### src/rtl/fifo_pkg.sv
// Shared FIFO definitions: stream output buffer depth and pointer-width helper.
package fifo_pkg;

  localparam int unsigned STREAM_BUF_DEPTH = 2;

  // Pointer/occupancy width able to represent 0..depth inclusive.
  function automatic int unsigned ptr_width(input int unsigned depth);
    return unsigned'($clog2(depth)) + 32'd1;
  endfunction

  localparam int unsigned OCC_WIDTH = ptr_width(STREAM_BUF_DEPTH);

endpackage

### src/rtl/stream_buf2.sv
// Two-entry ordered buffer. Entry 0 is the head; a read shifts entry 1 forward.
module stream_buf2
  import fifo_pkg::*;
#(
  parameter int unsigned DATA_WIDTH = 8
) (
  input  logic                  clk,
  input  logic                  reset_n,
  input  logic                  wr_en,
  input  logic [DATA_WIDTH-1:0] wr_data,
  input  logic                  rd_en,
  output logic [OCC_WIDTH-1:0]  occ,
  output logic [DATA_WIDTH-1:0] head
);

  logic [DATA_WIDTH-1:0] tail;
  logic [DATA_WIDTH-1:0] head_nxt;
  logic [DATA_WIDTH-1:0] tail_nxt;
  logic [OCC_WIDTH-1:0]  occ_nxt;

  // Next contents: pop shifts tail forward, write lands in the first free slot after the pop.
  always_comb begin
    head_nxt = head;
    tail_nxt = tail;
    occ_nxt  = occ;
    if (rd_en) begin
      head_nxt = tail;
      occ_nxt  = occ - OCC_WIDTH'(1);
    end
    if (wr_en) begin
      if ((occ == '0) || (rd_en && (occ == OCC_WIDTH'(1)))) begin
        head_nxt = wr_data;
      end else begin
        tail_nxt = wr_data;
      end
      occ_nxt = occ_nxt + OCC_WIDTH'(1);
    end
  end

  // Buffer storage and occupancy registers.
  always_ff @(posedge clk or negedge reset_n) begin
    if (!reset_n) begin
      head <= '0;
      tail <= '0;
      occ  <= '0;
    end else begin
      head <= head_nxt;
      tail <= tail_nxt;
      occ  <= occ_nxt;
    end
  end

endmodule

### src/rtl/fifo_read_stream.sv
// Read-side adapter from fifo_generic to a valid/ready stream.
// Optional beat counter (word_count port) enabled by FIFO_READ_STREAM_CNT_EN.
module fifo_read_stream
  import fifo_pkg::*;
#(
  parameter int unsigned DATA_WIDTH = 8
`ifdef FIFO_READ_STREAM_CNT_EN
  ,
  parameter int unsigned CNT_WIDTH  = 16
`endif
) (
  input  logic                  clk,
  input  logic                  reset_n,
  input  logic                  clk_enable,
  input  logic                  fifo_empty,
  output logic                  fifo_read,
  input  logic [DATA_WIDTH-1:0] fifo_read_data,
  output logic                  m_valid,
  input  logic                  m_ready,
  output logic [DATA_WIDTH-1:0] m_data
`ifdef FIFO_READ_STREAM_CNT_EN
  ,
  output logic [CNT_WIDTH-1:0]  word_count
`endif
);

  localparam int unsigned LOAD_WIDTH = OCC_WIDTH + 1;

  logic                  pending;
  logic                  pop_c;
  logic                  capture_c;
  logic [OCC_WIDTH-1:0]  occ;
  logic [LOAD_WIDTH-1:0] load_c;

  // Words owned after this edge: buffered plus in flight, minus the one leaving now.
  assign pop_c     = clk_enable & m_valid & m_ready;
  assign capture_c = clk_enable & pending;
  assign load_c    = LOAD_WIDTH'(occ) + LOAD_WIDTH'(pending) - LOAD_WIDTH'(pop_c);

  // Issue a pop only when a buffer slot is guaranteed for the returning word;
  // gated by reset_n so the strobe drops the moment reset asserts.
  assign fifo_read = reset_n & clk_enable & ~fifo_empty &
                     (load_c < LOAD_WIDTH'(STREAM_BUF_DEPTH));

  assign m_valid = (occ != '0);

  // Tracks the one-cycle FIFO read latency.
  always_ff @(posedge clk or negedge reset_n) begin
    if (!reset_n) begin
      pending <= 1'b0;
    end else if (clk_enable) begin
      pending <= fifo_read;
    end
  end

  stream_buf2 #(
    .DATA_WIDTH (DATA_WIDTH)
  ) u_buf (
    .clk     (clk),
    .reset_n (reset_n),
    .wr_en   (capture_c),
    .wr_data (fifo_read_data),
    .rd_en   (pop_c),
    .occ     (occ),
    .head    (m_data)
  );

`ifdef FIFO_READ_STREAM_CNT_EN
  // Counts accepted output beats, wrapping naturally.
  always_ff @(posedge clk or negedge reset_n) begin
    if (!reset_n) begin
      word_count <= '0;
    end else if (pop_c) begin
      word_count <= word_count + CNT_WIDTH'(1);
    end
  end
`endif

endmodule

### config.mk
export PLATFORM = sky130hd
export DESIGN_NAME = fifo_read_stream
export DESIGN_NICKNAME = d
export VERILOG_FILES = /design/src/rtl/fifo_pkg.sv /design/src/rtl/stream_buf2.sv /design/src/rtl/fifo_read_stream.sv
export SDC_FILE = /design/constraint.sdc
export NUM_CORES = 1
export LEC_CHECK = 0
export CAP_MARGIN = 20
export CORE_AREA = 8 8 48 66
export DETAILED_ROUTE_END_ITERATION = 6
export DIE_AREA = 0 0 56 74
export HOLD_SLACK_MARGIN = 0.08
export PLACE_DENSITY = 0.81
export REMOVE_ABC_BUFFERS = 1
export SYNTH_ARGS = -nofsm -noshare
export SYNTH_HDL_FRONTEND = slang
export SYNTH_SLANG_ARGS = --single-unit
### constraint.sdc
create_clock -name clk -period 3.4 [get_ports clk]
set_clock_uncertainty 0.1 [all_clocks]
set_input_delay 0.85 -clock clk [delete_from_list [all_inputs] [get_ports clk]]
set_output_delay 0.85 -clock clk [all_outputs]
set_load 0.02 [all_outputs]
## Yosys cells after proc, flatten, opt, wreduce, memory -nomap -nowiden

Index checks and enable logic that the tools add are counted.

- Magnitude comparators: 1
- Muxes and demuxes: 5
- Bitwise logic cells: 8
- Eq/ne operators: 1
- Add/sub/neg operators: 4
- Reductions and logical operators: 5

Operator list:

| operator | number |
|---|---|
| $mux 8 | 3 |
| $and 1x1->1 | 6 |
| $mux 2 | 2 |
| $add 2x1->3 | 1 |
| $lt 3x2->1 const B | 1 |
| $sub 3x1->3 | 1 |
| $add 2x1->2 const B | 1 |
| $eq 2x1->1 const B | 1 |
| $logic_not 2->1 | 1 |
| $not 1->1 | 2 |
| $reduce_and 2->1 | 1 |
| $reduce_bool 2->1 | 1 |
| $sub 2x1->2 const B | 1 |
| $logic_and 1x1->1 | 1 |
| $logic_or 1x1->1 | 1 |

- Register bits after elaboration: 19
- Output and inout port bits: 10
- Input port bits: 13

## Longest topological paths before layout

- Depth in word-level cells: 7
- Depth in mapped cells: 9
- Gate-level depth less buffers: 8

## Modules after synthesis

A second synthesis with hierarchy kept.

- Cells, all modules: 74
- Area, all modules: 1009.7 µm²

By module, submodules not included:

| module | times used | area an instance (µm²) | cells an instance |
|---|---|---|---|
| stream_buf2 | 1 | 892.1 | 61 |
| fifo_read_stream | 1 | 117.6 | 13 |

## Worst setup path before layout

Ideal clock, no wire load.

- Path kind: input port to output port
- Start: input clk_enable
- End: output fifo_read
- Cell stages on the path: 8
- Setup slack: 8 ps
- Arrival: 2442 ps
- Buffers on the path: 2
- Cells stage by stage: buf_6 -> and3b_1 -> buf_2 -> xnor2_1 -> nand2_1 -> fa_1 -> nand4b_1 -> nor2_1

- Cells in the longest elaborated chain, start to end: 5
- Elaborated cells on any way between the ends: 7
- Those cells by class: 1 x add/sub; 1 x order compare; 5 x bitwise

Ends and longest elaborated chain:

| item | line | RTL |
|---|---|---|
| from (decl) | fifo_read_stream.sv:14 | `input logic clk_enable,` |
| $and 1x1->1 (2 in series) | fifo_read_stream.sv:36 | `assign pop_c = clk_enable & m_valid & m_ready;` |
| $sub 3x1->3 | fifo_read_stream.sv:38 | `assign load_c = LOAD_WIDTH'(occ) + LOAD_WIDTH'(pending) - LOAD_WIDTH'(pop_c);` |
| $lt 3x2->1 | fifo_read_stream.sv:43 | `(load_c < LOAD_WIDTH'(STREAM_BUF_DEPTH));` |
| $and 1x1->1 (*) | fifo_read_stream.sv:42 | `assign fifo_read = reset_n & clk_enable & ~fifo_empty &` |
| to (decl) | fifo_read_stream.sv:16 | `output logic fifo_read,` |

Every way passes the cells marked *; elsewhere a longest branch is shown, timed or not.

## Worst setup path in the final report

- Start: input m_ready
- End: output fifo_read

- Cells in the longest elaborated chain, start to end: 4

Ends and longest elaborated chain:

| item | line | RTL |
|---|---|---|
| from (decl) | fifo_read_stream.sv:19 | `input logic m_ready,` |
| $and 1x1->1 | fifo_read_stream.sv:36 |  |
| $sub 3x1->3 | fifo_read_stream.sv:38 |  |
| $lt 3x2->1 | fifo_read_stream.sv:43 |  |
| $and 1x1->1 | fifo_read_stream.sv:42 |  |

Every way passes these cells.

==> reports/metrics.yaml <==
crit_type: "primary input to output pin"
netlist-cell-type-count: 25
finalInstanceArea_mm2: 0.00138
drive_above_1_share_pct: 37.3
grt_start_max_net_pins: 20
slew_violations: 0
dieWidth_um: 56
fp.dieArea_mm2: 0.00414
setup_viol: 0
syn_inst: 76
critPathMaxFanout: 2
rsz0062_at_grt: "false"
gr-total-overflow: 0
yosysMostFrequentCell: "dfrtp_1"
cts_buffer_depth: 2
path_delay_family: "simple AND/OR/NAND/NOR gates"
hpwlAfterDp_um: 1500
avgRoutedWirePerCell_um: 15.1
h-tree-depth: 1
drt_iter0_drc: 4
worst_pin_slew_ns: 0.526
multi_input_comb_area_um2: 534
place_ws_ns: -0.653
critical_path.slowest_cell: "fa_1"
yosysTopAreaCellShare_pct: 45.6
finalWirelength_um: 2010
route.antenna.remaining_nets: 0
fin_crit_ns: 3.24
synth_flop_cell: "dfrtp_1"
insertion_delay_ns: 0.28
async_reset_ff_share_pct: 100
antennaDiodeCount: 0
slew_headroom_pct: 64.9
coreArea_mm2: 0.00226
fmax_mhz: 309
ys_warn_count: 0
required_ns: 2.45
synthTopCellsByCount: "19 x dfrtp_1, 8 x mux2_1, 8 x mux2_2, 8 x mux2_4, 4 x inv_1"
portBuffers: 22
rows: 21
crit_chain: "buf_2, and3b_2, xnor2_2, nand2_1, fa_1, nand4b_1, nor2_1, buf_4"
ys_ff_latch: 19
max-vdd-ir-drop_v: 0.000439
drt-vias-per-instance: 5.08
holdPathEnd: "u_buf.tail[3]"
r2r_cells: 9
status: "finished clean"
rrSetupSlack_ns: 1.25
placed_area_mm2: 0.00133
worst_slack_ns: 0.161
regArea_um2: 475
cts.sink_count: 19
drc: 0
maxCapViolations: 0
grt_pass1_wl_um: 3370
min_from: "u_buf.tail[3]"
antenna_found_initial: 0
route.vias.total: 675
arrival_ns: 2.29
fin_util_pct: 61.0
die_h_um: 74
cts_buffers: 3
hold_violations: 0
root_buffer: "clkbuf_4"
cpPeakStageDelay_ns: 0.48
fillers: 205
netlist.top_cell.by_area: "dfrtp_1"
dr.pass1.iters: 4
ios: 23
gp_congestion: 0.839
cp.buffers_inverters: 2
timing.rr.start: "u_buf.occ[0]"
cp-start-kind: "primary input"
grt_pass1_vias: 747
synthTopCellsByArea: "dfrtp_1 46%, mux2_4 12%, mux2_1 8.6%"
syn_area_per_cell_um2: 13.7
track_usage_pct: 10.0
p_leak_nw: 0.659
initial_utilization_pct: 46.1
powerDensity_mw_per_mm2: 805
syn_area_mm2: 0.00104
clkTransAtPathRegs_ns: 0.10
cts_hold_buf: 0
hp-class: "flop to flop"
timing.rr.end: "pending"
yosysSeqAreaShare_pct: 45.6
cts_tree: "yes"
whs_path_depth: 1
synth_edf_count: 0
min_period_over_period_pct: 95.3
area_delta_synth_final_pct: 32.2
cp-end-kind: "output pin"
fin_nets: 127
layer usage:
metal,wire length (um),track usage [%],part of all wire [%],vias to the layer above
li1,-,-,-,331
met1,814,10.9,41,330
met2,1040,17.6,52,12
met3,134,3.24,6.7,2
met4,15,4.02,0.75,0
met5,0,0,0,-
cell type report:
| type | instances | share of cell area, % |
|---|---|---|
| multi-input cells | 49 | 38.8 |
| flip-flops and latches | 19 | 34.5 |
| repair buffers | 34 | 21.6 |
| well taps | 23 | 2.09 |
| clock buffers | 4 | 1.91 |
| inverters | 4 | 1.09 |
state kept, by name (all words and copies together) (netlist names):
register,cells
u_buf.tail,8
u_buf.head,8
pending,1
u_buf.occ,2
timing repair:
| action | CTS | global route |
|---|---|---|
| gates cloned | 0 | 0 |
| gates resized for setup | 11 | 7 |
| setup buffers | 2 | 0 |
| setup endpoints to repair | 1 | 1 |
| pin swaps | 5 | 4 |
cells in the final DEF (no fill, tap or decap), types with 2 or more instances in the layout:
cell / count
clkdlybuf4s50_1: 19
dfrtp_1: 19
buf_4: 13
mux2_1: 8
mux2_2: 8
mux2_4: 8
nor2_1: 3
mux2i_1: 3
clkbuf_4: 3
inv_2: 2
nand3_1: 2
inv_1: 2
power breakdown:
part	internal, mW	leakage, nW	switching [mW]	total (mW)
registers	0.331	0.235	0.0563	0.387
clock network	0.0455	0.0150	0.0631	0.109
logic	0.364	0.409	0.249	0.614
total	0.741	0.659	0.369	1.11
how the worst max path moves through the flow:
stage,depth (start not counted),start,to,slack (ns)
after floorplan,6,clk_enable,fifo_read,0.20
after global placement,8,m_ready,fifo_read,-0.63
after detailed placement,8,m_ready,fifo_read,-0.65
after CTS,8,clk_enable,fifo_read,0.02
after global routing,9,u_buf.occ[0],fifo_read,0.02
final,8,m_ready,fifo_read,0.16
stage by stage:
stage | instances | setup TNS, ns | hold slack [ns] | power (mW)
floorplan | 72 | 0 | 0.374 | 0.740
global placement | 127 | -0.630 | 0.386 | 0.946
detailed placement | 127 | -0.653 | 0.388 | 0.969
CTS | 133 | 0 | 0.416 | 1.09
global route | 133 | 0 | 0.421 | 1.19
finish | 133 | 0 | 0.411 | 1.11
cells by family after synthesis:
kind of cell    count (synthesis)  share of synthesized area (%)
fa+ha+maj                       3                           4.32
flops                          19                           45.6
mux                            27                           31.7
xor+xnor                        3                           2.52
simple gates                   13                           8.52
buf+inv                         8                           5.16
compound gates                  3                           2.16
worst reg2reg max path: stages, from the launching register on:
cell and delay (ns):
dfrtp_1 0.40, inv_2 0.11, ha_4 0.14, and3b_2 0.23
xnor2_2 0.14, nand2_1 0.09, fa_1 0.48, nand4b_1 0.11
buf_4 0.15, o22ai_1 0.12
Note: power is estimated with default switching activity, not from simulation.
